<file path="src/rtl/bounce_counter_cfg.sv">
// Configurable up/down sequence generator: bounce, wrap-up, wrap-down or hold
// between runtime limits lo..hi, with enable, synchronous load and turn pulse.
module bounce_counter_cfg #(
  parameter int WIDTH = 4
) (
  input  logic             clk,
  input  logic             rst,
  input  logic             en,
  input  logic [1:0]       mode,
  input  logic [WIDTH-1:0] lo,
  input  logic [WIDTH-1:0] hi,
  input  logic             load,
  input  logic [WIDTH-1:0] load_val,
  output logic [WIDTH-1:0] count,
  output logic             dir,
  output logic             turn,
  output logic             cfg_err
);

  typedef enum logic [1:0] {
    MODE_BOUNCE    = 2'b00,
    MODE_WRAP_UP   = 2'b01,
    MODE_WRAP_DOWN = 2'b10,
    MODE_HOLD      = 2'b11
  } mode_e;

  localparam logic [WIDTH-1:0] ONE = WIDTH'(1);

  logic [WIDTH-1:0] count_q, count_d;
  logic             dir_q, dir_d;
  logic             turn_q, turn_d;
  logic             in_range;
  logic             load_ok;
  logic             at_hi;
  logic             at_lo;
  mode_e            mode_sel;

  assign cfg_err  = (lo >= hi);
  assign in_range = (count_q >= lo) && (count_q <= hi);
  assign load_ok  = (load_val >= lo) && (load_val <= hi);
  assign at_hi    = (count_q == hi);
  assign at_lo    = (count_q == lo);
  assign mode_sel = mode_e'(mode);

  // Priority: load, then config error, then out-of-range resync, then step.
  // Every +1/-1 below is only taken strictly inside lo..hi, so no wrap occurs.
  always_comb begin
    count_d = count_q;
    dir_d   = dir_q;
    turn_d  = 1'b0;
    if (load) begin
      count_d = load_ok ? load_val : lo;
    end else if (en) begin
      if (cfg_err || !in_range) begin
        count_d = lo;
        dir_d   = 1'b0;
      end else begin
        case (mode_sel)
          MODE_BOUNCE: begin
            if (!dir_q) begin
              if (at_hi) begin
                count_d = hi - ONE;
                dir_d   = 1'b1;
                turn_d  = 1'b1;
              end else begin
                count_d = count_q + ONE;
              end
            end else begin
              if (at_lo) begin
                count_d = lo + ONE;
                dir_d   = 1'b0;
                turn_d  = 1'b1;
              end else begin
                count_d = count_q - ONE;
              end
            end
          end
          MODE_WRAP_UP: begin
            dir_d = 1'b0;
            if (at_hi) begin
              count_d = lo;
              turn_d  = 1'b1;
            end else begin
              count_d = count_q + ONE;
            end
          end
          MODE_WRAP_DOWN: begin
            dir_d = 1'b1;
            if (at_lo) begin
              count_d = hi;
              turn_d  = 1'b1;
            end else begin
              count_d = count_q - ONE;
            end
          end
          default: begin
            count_d = count_q;
            dir_d   = dir_q;
          end
        endcase
      end
    end
  end

  always_ff @(posedge clk) begin
    if (!rst) begin
      count_q <= '0;
      dir_q   <= 1'b0;
      turn_q  <= 1'b0;
    end else begin
      count_q <= count_d;
      dir_q   <= dir_d;
      turn_q  <= turn_d;
    end
  end

  assign count = count_q;
  assign dir   = dir_q;
  assign turn  = turn_q;

endmodule

</file>
<file path="config.mk">
export PLATFORM = sky130hd
export DESIGN_NAME = bounce_counter_cfg
export DESIGN_NICKNAME = d
export VERILOG_FILES = /design/src/rtl/bounce_counter_cfg.sv
export SDC_FILE = /design/constraint.sdc
export NUM_CORES = 1
export LEC_CHECK = 0
export CAP_MARGIN = 0
export CORE_UTILIZATION = 49
export CTS_BUF_LIST = sky130_fd_sc_hd__clkbuf_8
export CTS_CLUSTER_DIAMETER = 200
export DETAILED_ROUTE_END_ITERATION = 8
export GPL_TIMING_DRIVEN = 0
export MAX_ROUTING_LAYER = met4
export PLACE_DENSITY = 0.84
export SLEW_MARGIN = 20
export SYNTH_ARGS = -nofsm -noshare
export SYNTH_HDL_FRONTEND = slang
export SYNTH_SLANG_ARGS = --single-unit
</file>
<file path="constraint.sdc">
create_clock -name clk -period 2.5 [get_ports clk]
set_input_delay 0.75 -clock clk [delete_from_list [all_inputs] [get_ports clk]]
set_output_delay 0.75 -clock clk [all_outputs]
set_load 0.02 [all_outputs]
</file>
* After elaboration in Yosys (flattened, before gate mapping)
Index checks and enable logic that the tools add are counted.
** Word-level totals
- Bits in latches :: 0
- Word-level logic and storage cells :: 48
- Memory bits (writable) :: 0
- Register bits :: 6
- ROM bits :: 0
- Memories :: 0
- Input port bits :: 18
- Output and inout port bits :: 7
** Operators by class
- Reduce and logical (&&, ||, !) cells :: 11
- Multipliers :: 0
- Bitwise operators :: 3
- Div/mod/pow operators :: 0
- Add/sub/neg operators :: 4
- Shift-type cells :: 0
- Muxes and demuxes :: 18
- $lt $le $gt $ge :: 5
- Equal/unequal tests :: 4
** Operators by type and width (number)
- 2-to-1 mux 4 bit :: 9
- greater-or-equal comparator 4 bit :: 3
- one-hot mux 4 bit (3 select lines) :: 1
- adder 4 x 1 -> 4 bit, second input constant :: 2
- equality test 4 bit :: 2
- less-or-equal comparator 4 bit :: 2
- subtractor 4 x 1 -> 4 bit, second input constant :: 2
- 2-to-1 mux 1 bit :: 6
- one-hot mux 1 bit (3 select lines) :: 2
- nonzero test 5 bit :: 1
- nonzero test 4 bit :: 1
- OR reduction 4 bit :: 1
- inverter 1 bit :: 3
- AND reduction 3 bit :: 1
- equality test 2 x 1 -> 1 bit, second input constant :: 1
- equality test 2 bit, second input constant :: 1
- logical AND 1 bit :: 2
- logical NOT 2 bit :: 1
- AND reduction 2 bit :: 1
- nonzero test 2 bit :: 1
- logical NOT 1 bit :: 1
- logical OR 1 bit :: 1

* Longest topological paths before layout
Gate-level depths: netlist of the first run.
- Depth after elaboration :: 7
- Gate-level depth with buffers :: 10

* Worst setup path before layout of the first run
OpenSTA, ideal clock, no wires.
- Kind :: input to register
- Start :: in lo[0]
- End :: reg count_q[3] (netlist: count[3])
- Stages on the path :: 9
- Arrival :: 2.665 ns
- Data required time :: 2.378 ns
- Slack :: -0.287 ns
- Buffers on the path :: 1
- Cell sequence :: inv_1 ha_1 nand2b_4 a21oi_2 o21ai_1 or4_1 buf_2 and3_1 o311a_1
** Between the ends
- Elaborated cells on any way between the ends :: 19
- Classes of those cells :: add/sub (1); order compare (3); eq/ne (1); mux (8); reduce/logical (6)
** RTL lines
- from (decl) :: line 10 : input logic [WIDTH-1:0] lo,
- greater-or-equal comparator 4 bit * :: line 38 : assign cfg_err = (lo >= hi);
- via cfg_err :: line 17 : output logic cfg_err
- logical OR 1 bit * :: line 54 : if (cfg_err || !in_range) begin
- 2-to-1 mux 4 bit :: line 54
- 2-to-1 mux 4 bit :: line 53 : end else if (en) begin
- 2-to-1 mux 4 bit :: line 51 : if (load) begin
- to (signal assigned) :: line 111 : count_q <= count_d;
- to (decl) :: line 29 : logic [WIDTH-1:0] count_q, count_d;
Mark *: on every way through the listed nets, which the timed path passes. The rest lies on a longest branch. The select of a mux whose other input is x is not followed.
A chain may end at the register's enable or synchronous reset.

* Worst setup path after layout of the first run
- Start :: in hi[3]
- End :: reg count_q[3] (netlist: count[3])
** Between the ends
- Cells in the longest elaborated chain, start to end :: 7
- Elaborated cells on any way between the ends :: 20
- Classes of those cells :: add/sub (1); order compare (3); eq/ne (1); mux (9); reduce/logical (6)
** RTL lines
- from (decl) :: line 11 : input logic [WIDTH-1:0] hi,
- subtractor 4 x 1 -> 4 bit, or another cell as far along :: line 62 : count_d = hi - ONE;
- 2-to-1 mux 4 bit / logical AND 1 bit (equally long branches) :: line 61, 39
- 2-to-1 mux 4 bit / logical NOT 1 bit (equally long branches) :: line 60, 54
- one-hot mux 4 bit (3 select lines) / logical OR 1 bit (equally long branches) :: line 58, 54
- 2-to-1 mux 4 bit :: line 54
- 2-to-1 mux 4 bit :: line 53
- 2-to-1 mux 4 bit :: line 51
Parallel ways exist; a longest one is shown, timed or not. The select of a mux whose other input is x is not followed.

==> summary.md, run 1 <==
| Metric | Value |
|---|---|
| Number of diodes | `0` |
| P&R area growth vs syn | `54.0%` |
| CTS H-tree lvls | `1` |
| Initial core utilization | `0.532` |
| Util after Layout | `0.819` |
| Syn avg cell area | `7.81 sq um` |
| Leak Pwr | `0.844 nW` |
| Total track usage | `0.356` |
| Reg area | `121 sq um` |
| Number of antenna violations at the first check in global routing | `0` |
| CP bufs+invs | `4` |
| Worst EP required | `2.61 ns` |
| Post-DRT Antenna Nets | `0` |
| Worst Hold Margin | `0.813 ns` |
| Via-per-instance ratio | `6.99` |
| Violated checks | `setup timing` |
| WS Path Type | `in -> reg` |
| Max VDD drop | `291 uV` |
| Clk_skew | `0.00196 ns` |
| Top-level I/O count | `25` |
| Fill count | `147` |
| Synth unique cells | `50` |
| Power Dens Cells | `394 nW/um^2` |
| Final setup viols | `4` |
| Min-Delay Path Class | `reg -> reg` |
| Commonest non-fill, non-tap cell in the layout | `ha_1` |
| Clock buffer depth | `2` |
| Synth Net Count | `218` |
| Total CTS buffers | `3` |
| Worst setup margin | `-0.0380 ns` |
| Die width | `54.3 um` |
| Max-cap violations | `0` |
| Die ar. | `2950 sq um` |
| Status | `finished, violations left` |
| Reg clk slew, reported paths | `0.04 ns` |
| Clock sinks | `6` |
| WL/cell | `22.7 um` |
| Worst path cell trace | `buf_4, inv_6, ha_4, and4_1, buf_6, buf_6, a21oi_4, a211oi_1, a211oi_1, o32ai_2, o311a_1` |
| Crit start category | `input pin` |
| Slew HR | `0.636` |
| Crit path DAT | `2.65 ns` |
| WL final | `5.37 mm` |
| 1st-iter DRT viols | `95` |
| Drc violations | `0` |
| Max Slew Vio Count | `0` |
| DRT Pass-1 Iters | `5` |
| Period utilisation layout | `1.02` |
| Peak per-stage delay on the critical path | `0.34 ns` |
| Buffers on Ports | `23` |
| First-pass GRT wire length | `7.18 mm` |
| Layout cells sized above 1 | `0.362` |
| EDFF count, synth | `0` |
| Core Area | `2520 sq um` |
| Post-DP HPWL | `3.28 mm` |
| Crit path time final | `2.54 ns` |
| Post-layout net count | `255` |
| Gpl congestion | `1.01` |
| Area of the multi-input gates | `1430 sq um` |
| Root Driver | `clkbuf_8` |
| Least-Margin Pin Slew | `0.538 ns` |
| FF+latch count, synth | `6` |
| FMAX | `394 MHz` |
| Most used DFF post-synth | `dfxtp_1` |
| Async S/R FF share, synth | `0` |
| Vias | `1657` |
| CTS tree | `yes` |
| Crit-path slowest cell | `o311a_1` |
| Post-Syn Area | `1340 sq um` |
| Sequential share of the synthesized area | `0.0895` |
| Synth Instances | `172` |
| Die span in y | `54.3 um` |
| Crit end category | `register` |
| Crit Path Max Fanout | `9` |
| Overflow after GRT | `0` |
| Top delay family on crit path | `compound AO/OA/AOI/OAI gates` |
| RSZ-0062 raised after global routing | `yes` |
| Commonest cells after routing, fill and taps aside | `ha_1 (16), o21ai_0 (12), ha_4 (12), buf_4 (12), inv_1 (10)` |
| Vias in the first global route | `1490` |
| Pin count of the biggest net entering global routing | `11` |
| Synth warnings | `0` |
| Row count | `18` |
| Count of final hold-check violations | `0` |
| Worst skew pair latency | `0.23 ns` |
| Pwr Total | `0.815 mW` |
==> layer usage <==
layer,wire length [um],GRT usage,part of all wire
met5,0,-,0
met3,623,0.0667,0.12
met4,299,0.167,0.056
met1,1930,0.410,0.36
met2,2520,0.589,0.47
==> flip-flops by register name, summed over array words and instances (netlist names) <==
signal and flops:
count 4, turn 1, dir 1
==> cell type report <==
class / count / share of cell area
plain buffers: 6 / 0.0182
flip-flops and latches: 6 / 0.0587
inverters: 17 / 0.0418
clock buffers: 3 / 0.0200
repair buffers: 34 / 0.153
well taps: 30 / 0.0182
multi-input cells: 141 / 0.691
==> metrics by stage <==
step | instance area, sq um | instances | worst slack [ns] | setup TNS (ns)
floorplan | 1430 | 172 | -0.0552 | -0.0856
global placement | 1690 | 225 | -0.999 | -6.01
detailed placement | 1690 | 225 | -1.03 | -6.30
CTS | 1930 | 237 | -0.0935 | -0.208
global route | 2070 | 237 | -0.0664 | -0.197
finish | 2070 | 237 | -0.0380 | -0.0979
==> what timing repair did <==
action / CTS / global route
hold endpoints to repair: 0 / 0
resized for setup: 65 / 38
hold buffers: 0 / 0
endpoints found under the setup margin: 7 / 7
setup buffers: 10 / 1
pin swaps: 13 / 10
==> power breakdown <==
group,internal (mW),switching (mW),total [mW]
combinational,0.253,0.286,0.539
sequential,0.105,0.0213,0.126
clock,0.104,0.0461,0.150
==> cells by family after synthesis <==
group | count (synthesis) | share of synthesized area
xor gates and xnor gates | 6 | 0.0391
buffers and inverters | 25 | 0.0764
DFF | 6 | 0.0895
muxes | 4 | 0.0308
and+or+nand+nor | 44 | 0.180
AOI/OAI and AO/OA | 59 | 0.323
adders and majority gates | 28 | 0.261
==> synth_stat cells, types with 2 or more instances <==
library cell	number	area share
or2_2	3	0.014
o41ai_2	2	0.024
a21oi_1	7	0.026
a211oi_1	5	0.028
dfxtp_1	6	0.089
ha_1	28	0.26
nor2b_1	3	0.014
and4_1	2	0.013
inv_1	17	0.048
nand3_1	5	0.019
o211ai_1	4	0.022
o22a_1	2	0.013
mux2i_1	3	0.022
nor3_1	3	0.011
o31ai_1	2	0.011
xnor2_1	4	0.026
nor2_1	6	0.017
and3_1	4	0.019
a31o_1	2	0.013
a21oi_2	2	0.013
o221ai_1	2	0.013
nor4_1	2	0.0093
nand4_1	4	0.019
a41oi_1	2	0.013
xor2_1	2	0.013
o21ai_0	14	0.052
nand2_1	9	0.025
clkbuf_1	5	0.014
==> worst reg2reg max path, stage by stage (launching register included) <==
cell and delay (ns):
dfxtp_1 0.38, buf_6 0.17, inv_1 0.13, ha_4 0.30, and4_1 0.21, buf_6 0.12, buf_6 0.14, mux2i_1 0.20
mux2i_1 0.10, o221ai_2 0.28, o22a_1 0.25, a31o_1 0.16
==> worst paths after layout <==
check	slack (ns)	endpoint	depth (start not counted)	start
worst min register to register	0.81	count[1]$_SDFFE_PN0P_	2	count[1]$_SDFFE_PN0P_
worst min-delay path	0.81	count[1]$_SDFFE_PN0P_	2	count[1]$_SDFFE_PN0P_
worst max register to register	0.01	count[0]$_SDFFE_PN0P_	11	count[0]$_SDFFE_PN0P_
worst max-delay path	-0.04	count[3]$_SDFFE_PN0P_	11	hi[3]
Power figures use the tool's default switching activity.
==> run 2, diff against run 1 <==
CORE_UTILIZATION = 60   (was 49)
DONT_BUFFER_PORTS = 1   (was default)
==> run 2 against run 1 <==
The flow now finishes without violations. Global-route usage decreased by 0.19 points. Combinational power decreased by 24%. Maximum frequency increased by 2.1%. First-iteration DRC count decreased by 6.3%. Clock skew increased by 0.0019 ns. Via count decreased by 12%. Sequential cell count unchanged. Largest cell class unchanged. Highest routed layer unchanged.
==> summary.md, run 2 (synthesis results as in run 1) <==
| Metric | Value |
|---|---|
| Fin area | `1700 sq um` |
| Post-DP Area | `1460 sq um` |
| Reg area | `128 sq um` |
| Worst setup margin | `0.0141 ns` |
| Clock buffer depth | `2` |
| Crit end category | `register` |
| Final setup viols | `0` |
| Fill count | `120` |
| Clock sinks | `6` |
| Util after Layout | `0.833` |
| Total track usage | `0.354` |
| Leak Pwr | `0.698 nW` |
| Max VDD drop | `474 uV` |
| Largest register FFs | `4` |
| Power Dens Cells | `405 nW/um^2` |
| Initial core utilization | `0.657` |
| Worst skew pair latency | `0.22 ns` |
| Commonest non-fill, non-tap cell in the layout | `ha_1` |
| Crit Path Max Fanout | `5` |
| Commonest cells after routing, fill and taps aside | `ha_1 (21), o21ai_0 (13), inv_1 (12), nand2_1 (9), buf_4 (9)` |
| Buffers on Ports | `0` |
| Crit start category | `register` |
| Status | `completed` |
| Pin count of the biggest net entering global routing | `11` |
| Total CTS buffers | `3` |
| Slew HR | `0.630` |
| Number of diodes | `0` |
| Max Slew Vio Count | `0` |
| WS Path Type | `reg -> reg` |
| Die ar. | `2430 sq um` |
| Layout cells sized above 1 | `0.304` |
| Clk_skew | `0.00382 ns` |
| Post-DP HPWL | `2.93 mm` |
| Number of antenna violations at the first check in global routing | `0` |
| WL final | `4.21 mm` |
| P&R area growth vs syn | `26.7%` |
| FMAX | `402 MHz` |
| DRT Pass-1 Iters | `4` |
| Crit path DAT | `2.59 ns` |
| CTS tree | `yes` |
| Max-cap violations | `0` |
| Place WS | `-0.325 ns` |
| Drc violations | `0` |
| WL/cell | `20.0 um` |
| Via-per-instance ratio | `6.91` |
| Crit path time final | `2.49 ns` |
| Root Driver | `clkbuf_8` |
| Core Area | `2040 sq um` |
| Top-level I/O count | `25` |
| Period utilisation layout | `0.994` |
| Post-DRT Antenna Nets | `0` |
| Vias in the first global route | `1434` |
| Fin Setup TNS | `0 ns` |
| Area of the multi-input gates | `1280 sq um` |
| Die width | `49.3 um` |
| Post-layout net count | `232` |
| Overflow after GRT | `0` |
| Row count | `16` |
| Vias | `1459` |
| Reg-to-reg slack, setup | `0.01 ns` |
| Least-Margin Pin Slew | `0.555 ns` |
| CTS Hold Bufs | `0` |
| Die span in y | `49.3 um` |
| Worst EP required | `2.60 ns` |
| Count of final hold-check violations | `0` |
| Gpl congestion | `0.920` |
| Min-Delay Path Class | `in -> reg` |
| Reg clk slew, reported paths | `0.04 ns` |
| 1st-iter DRT viols | `89` |
| First-pass GRT wire length | `6.50 mm` |
| CTS H-tree lvls | `1` |
==> run 2: power breakdown <==
group | switching, mW | internal, mW | leakage (nW)
logic | 0.215 | 0.195 | 0.625
clock network | 0.0402 | 0.103 | 0.0216
registers | 0.0291 | 0.106 | 0.0508
==> run 2: worst paths after layout <==
kind                                             from               endpoint  depth (start not counted)
worst max-delay path            count[0]$_SDFFE_PN0P_  count[3]$_SDFFE_PN0P_                         10
worst min-delay path                               en        turn$_SDFF_PP0_                          2
worst max register to register  count[0]$_SDFFE_PN0P_  count[3]$_SDFFE_PN0P_                         10
worst min register to register  count[3]$_SDFFE_PN0P_  count[3]$_SDFFE_PN0P_                          2
==> run 2: metrics by stage <==
stage | power (mW) | cells | hold WS (ns)
after floorplan | 0.388 | 172 | 0.769
after global placement | 0.442 | 199 | 0.845
after detailed placement | 0.456 | 199 | 0.872
after CTS | 0.644 | 208 | 0.647
after global routing | 0.729 | 211 | 0.680
final | 0.689 | 211 | 0.676
==> run 2: metal layers <==
| layer | GRT usage | up-vias | part of all wire |
|---|---|---|---|
| met3 | 0.0685 | 16 | 0.11 |
| met5 | - | - | 0 |
| li1 | - | 688 | - |
| met4 | 0.113 | 0 | 0.024 |
| met1 | 0.438 | 659 | 0.40 |
| met2 | 0.573 | 96 | 0.47 |
==> run 2: critical path, stage by stage (launching register included) <==
cell and delay, ns:
dfxtp_4 0.39, clkbuf_16 0.15, clkinvlp_4 0.14, ha_4 0.31, and4_4 0.21, buf_6 0.09
a21oi_2 0.05, or4_4 0.44, buf_6 0.15, and3_4 0.14, o311a_1 0.29
==> run 2: final cells by class <==
cell class,instances,share of cell area
Multi-Input combinational cell,141,0.753
Sequential cell,6,0.0751
Inverter,17,0.0478
Clock buffer,3,0.0243
Timing Repair Buffer,10,0.0427
Tap cell,27,0.0199
Buffer,7,0.0368
==> run 2: timing repair <==
action	in CTS	in global routing
endpoints found under the setup margin	6	6
pin swaps	4	7
gates resized for setup	14	12
buffers inserted	6	3
cloned	1	0
==> run 3, diff against run 2 <==
PLACE_DENSITY = 0.79   (was 0.84)
==> run 3 against run 2 <==
Critical path depth decreased by 1. Count of clock-buffer cells in the layout is the same. Sequential power about the same. Combinational power down 5%. Wire length rose by 0.17%. Design area down 3.5%.
==> summary.md, run 3 (synthesis results as in run 1) <==
| Metric | Value |
|---|---|
| Buffers on Ports | `0` |
| Post-DRT Antenna Nets | `0` |
| Number of diodes | `0` |
| Leak Pwr | `0.676 nW` |
| Worst skew pair latency | `0.22 ns` |
| Row count | `16` |
| Commonest cells after routing, fill and taps aside | `ha_1 (21), o21ai_0 (14), inv_1 (13), nand2_1 (9), ha_4 (7)` |
| Max-cap violations | `0` |
| Count of final hold-check violations | `0` |
| Worst Hold Margin | `0.645 ns` |
| Die span in y | `49.3 um` |
| Root Driver | `clkbuf_8` |
| P&R area growth vs syn | `22.2%` |
| Number of antenna violations at the first check in global routing | `0` |
| CP bufs+invs | `3` |
| Total CTS buffers | `3` |
| Pin count of the biggest net entering global routing | `11` |
| Vias | `1452` |
| Slew HR | `0.626` |
| Core Area | `2040 sq um` |
| Least-Margin Pin Slew | `0.560 ns` |
| Post-DP HPWL | `3.06 mm` |
| Top delay family on crit path | `simple AND/OR/NAND/NOR gates` |
| Top-level I/O count | `25` |
| First-pass GRT wire length | `6.59 mm` |
| Worst EP required | `2.62 ns` |
| Period utilisation layout | `0.992` |
| Worst setup margin | `0.0191 ns` |
| CTS tree | `yes` |
| Fin Setup TNS | `0 ns` |
| Post-layout net count | `229` |
| RSZ-0062 raised after global routing | `yes` |
| 1st-iter DRT viols | `68` |
| CTS H-tree lvls | `1` |
| Status | `completed` |
| Crit Path Max Fanout | `10` |
| Initial core utilization | `0.657` |
| Max VDD drop | `474 uV` |
| Crit path time final | `2.48 ns` |
| Crit start category | `input pin` |
| Crit end category | `register` |
| Peak per-stage delay on the critical path | `0.43 ns` |
| WL final | `4.22 mm` |
| Clk_skew | `0.00177 ns` |
| FMAX | `403 MHz` |
| Final setup viols | `0` |
| Worst path cell trace | `inv_1, ha_4, and4_1, buf_6, a21oi_2, or4_1, buf_6, and3_1, o41ai_2` |
| Place WS | `-0.292 ns` |
| Power Dens Cells | `410 nW/um^2` |
| Commonest non-fill, non-tap cell in the layout | `ha_1` |
| Total track usage | `0.364` |
| Die width | `49.3 um` |
| Die ar. | `2430 sq um` |
| Max Slew Vio Count | `0` |
| Layout cells sized above 1 | `0.243` |
| Clock sinks | `6` |
| Util after Layout | `0.803` |
| WL/cell | `20.3 um` |
| Gpl congestion | `0.904` |
| CP most frequent cell | `buf_6` |
| Crit-path slowest cell | `or4_1` |
| WS Path Type | `in -> reg` |
| Crit path DAT | `2.60 ns` |
| Drc violations | `0` |
| Largest register FFs | `4` |
| Fill count | `146` |
| Vias in the first global route | `1413` |
| Min-Delay Path Class | `in -> reg` |
| Reg clk slew, reported paths | `0.04 ns` |
| DRT Pass-1 Iters | `5` |
| Overflow after GRT | `0` |
| Clock buffer depth | `2` |
| Via-per-instance ratio | `6.98` |
==> run 3: changes by cell type in the layout (fill, tap and decap cells not counted), sizes merged <==
| cell | change |
|---|---|
| clkinvlp | -1 |
| buf | -2 |
| clkbuf | -1 |
| inv | +1 |
==> run 3: area by class of cell <==
class                   instances  area (sq um)  area share
repair buffers                  7          65.1      0.0397
multi-input cells             141          1240       0.758
well taps                      27          33.8      0.0206
plain buffers                   7          52.6      0.0320
inverters                      17          77.6      0.0473
clock buffers                   3          41.3      0.0252
flip-flops and latches          6           126      0.0770
==> run 3: metrics by stage <==
step,total power [mW],cell area (sq um),instances
4_1_cts,0.625,1560,204
3_5_place_dp,0.457,1460,199
2_1_floorplan,0.388,1430,172
6_report,0.672,1640,208
5_1_grt,0.715,1640,208
3_3_place_gp,0.441,1460,199
==> run 3: repair_timing <==
action | 4_1_cts | 5_1_grt
gates resized for setup | 8 | 7
setup endpoints to repair | 6 | 4
pin swaps | 0 | 4
setup buffers | 3 | 4
hold buffers | 0 | 0
==> run 3: path summary, 6_finish.rpt <==
check / from / endpoint / slack (ns) / cells past startpoint
worst max-delay path: hi[2] / count[2]$_SDFFE_PN0P_ / 0.02 / 9
worst min-delay path: en / turn$_SDFF_PP0_ / 0.64 / 2
worst max register to register: count[0]$_SDFFE_PN0P_ / count[2]$_SDFFE_PN0P_ / 0.04 / 10
worst min register to register: count[3]$_SDFFE_PN0P_ / count[3]$_SDFFE_PN0P_ / 0.75 / 2
==> run 3: power by group <==
group          switching [mW]  total (mW)  internal, mW
clock                  0.0425       0.146         0.104
combinational           0.207       0.391         0.184
sequential             0.0295       0.135         0.105
total                   0.279       0.672         0.393
==> run 3: layer usage <==
layer	wire length (um)	vias up	global-route usage
met3	455	10	0.0966
met5	0	-	-
li1	-	681	-
met2	2000	91	0.610
met4	97	0	0.0784
met1	1670	670	0.431
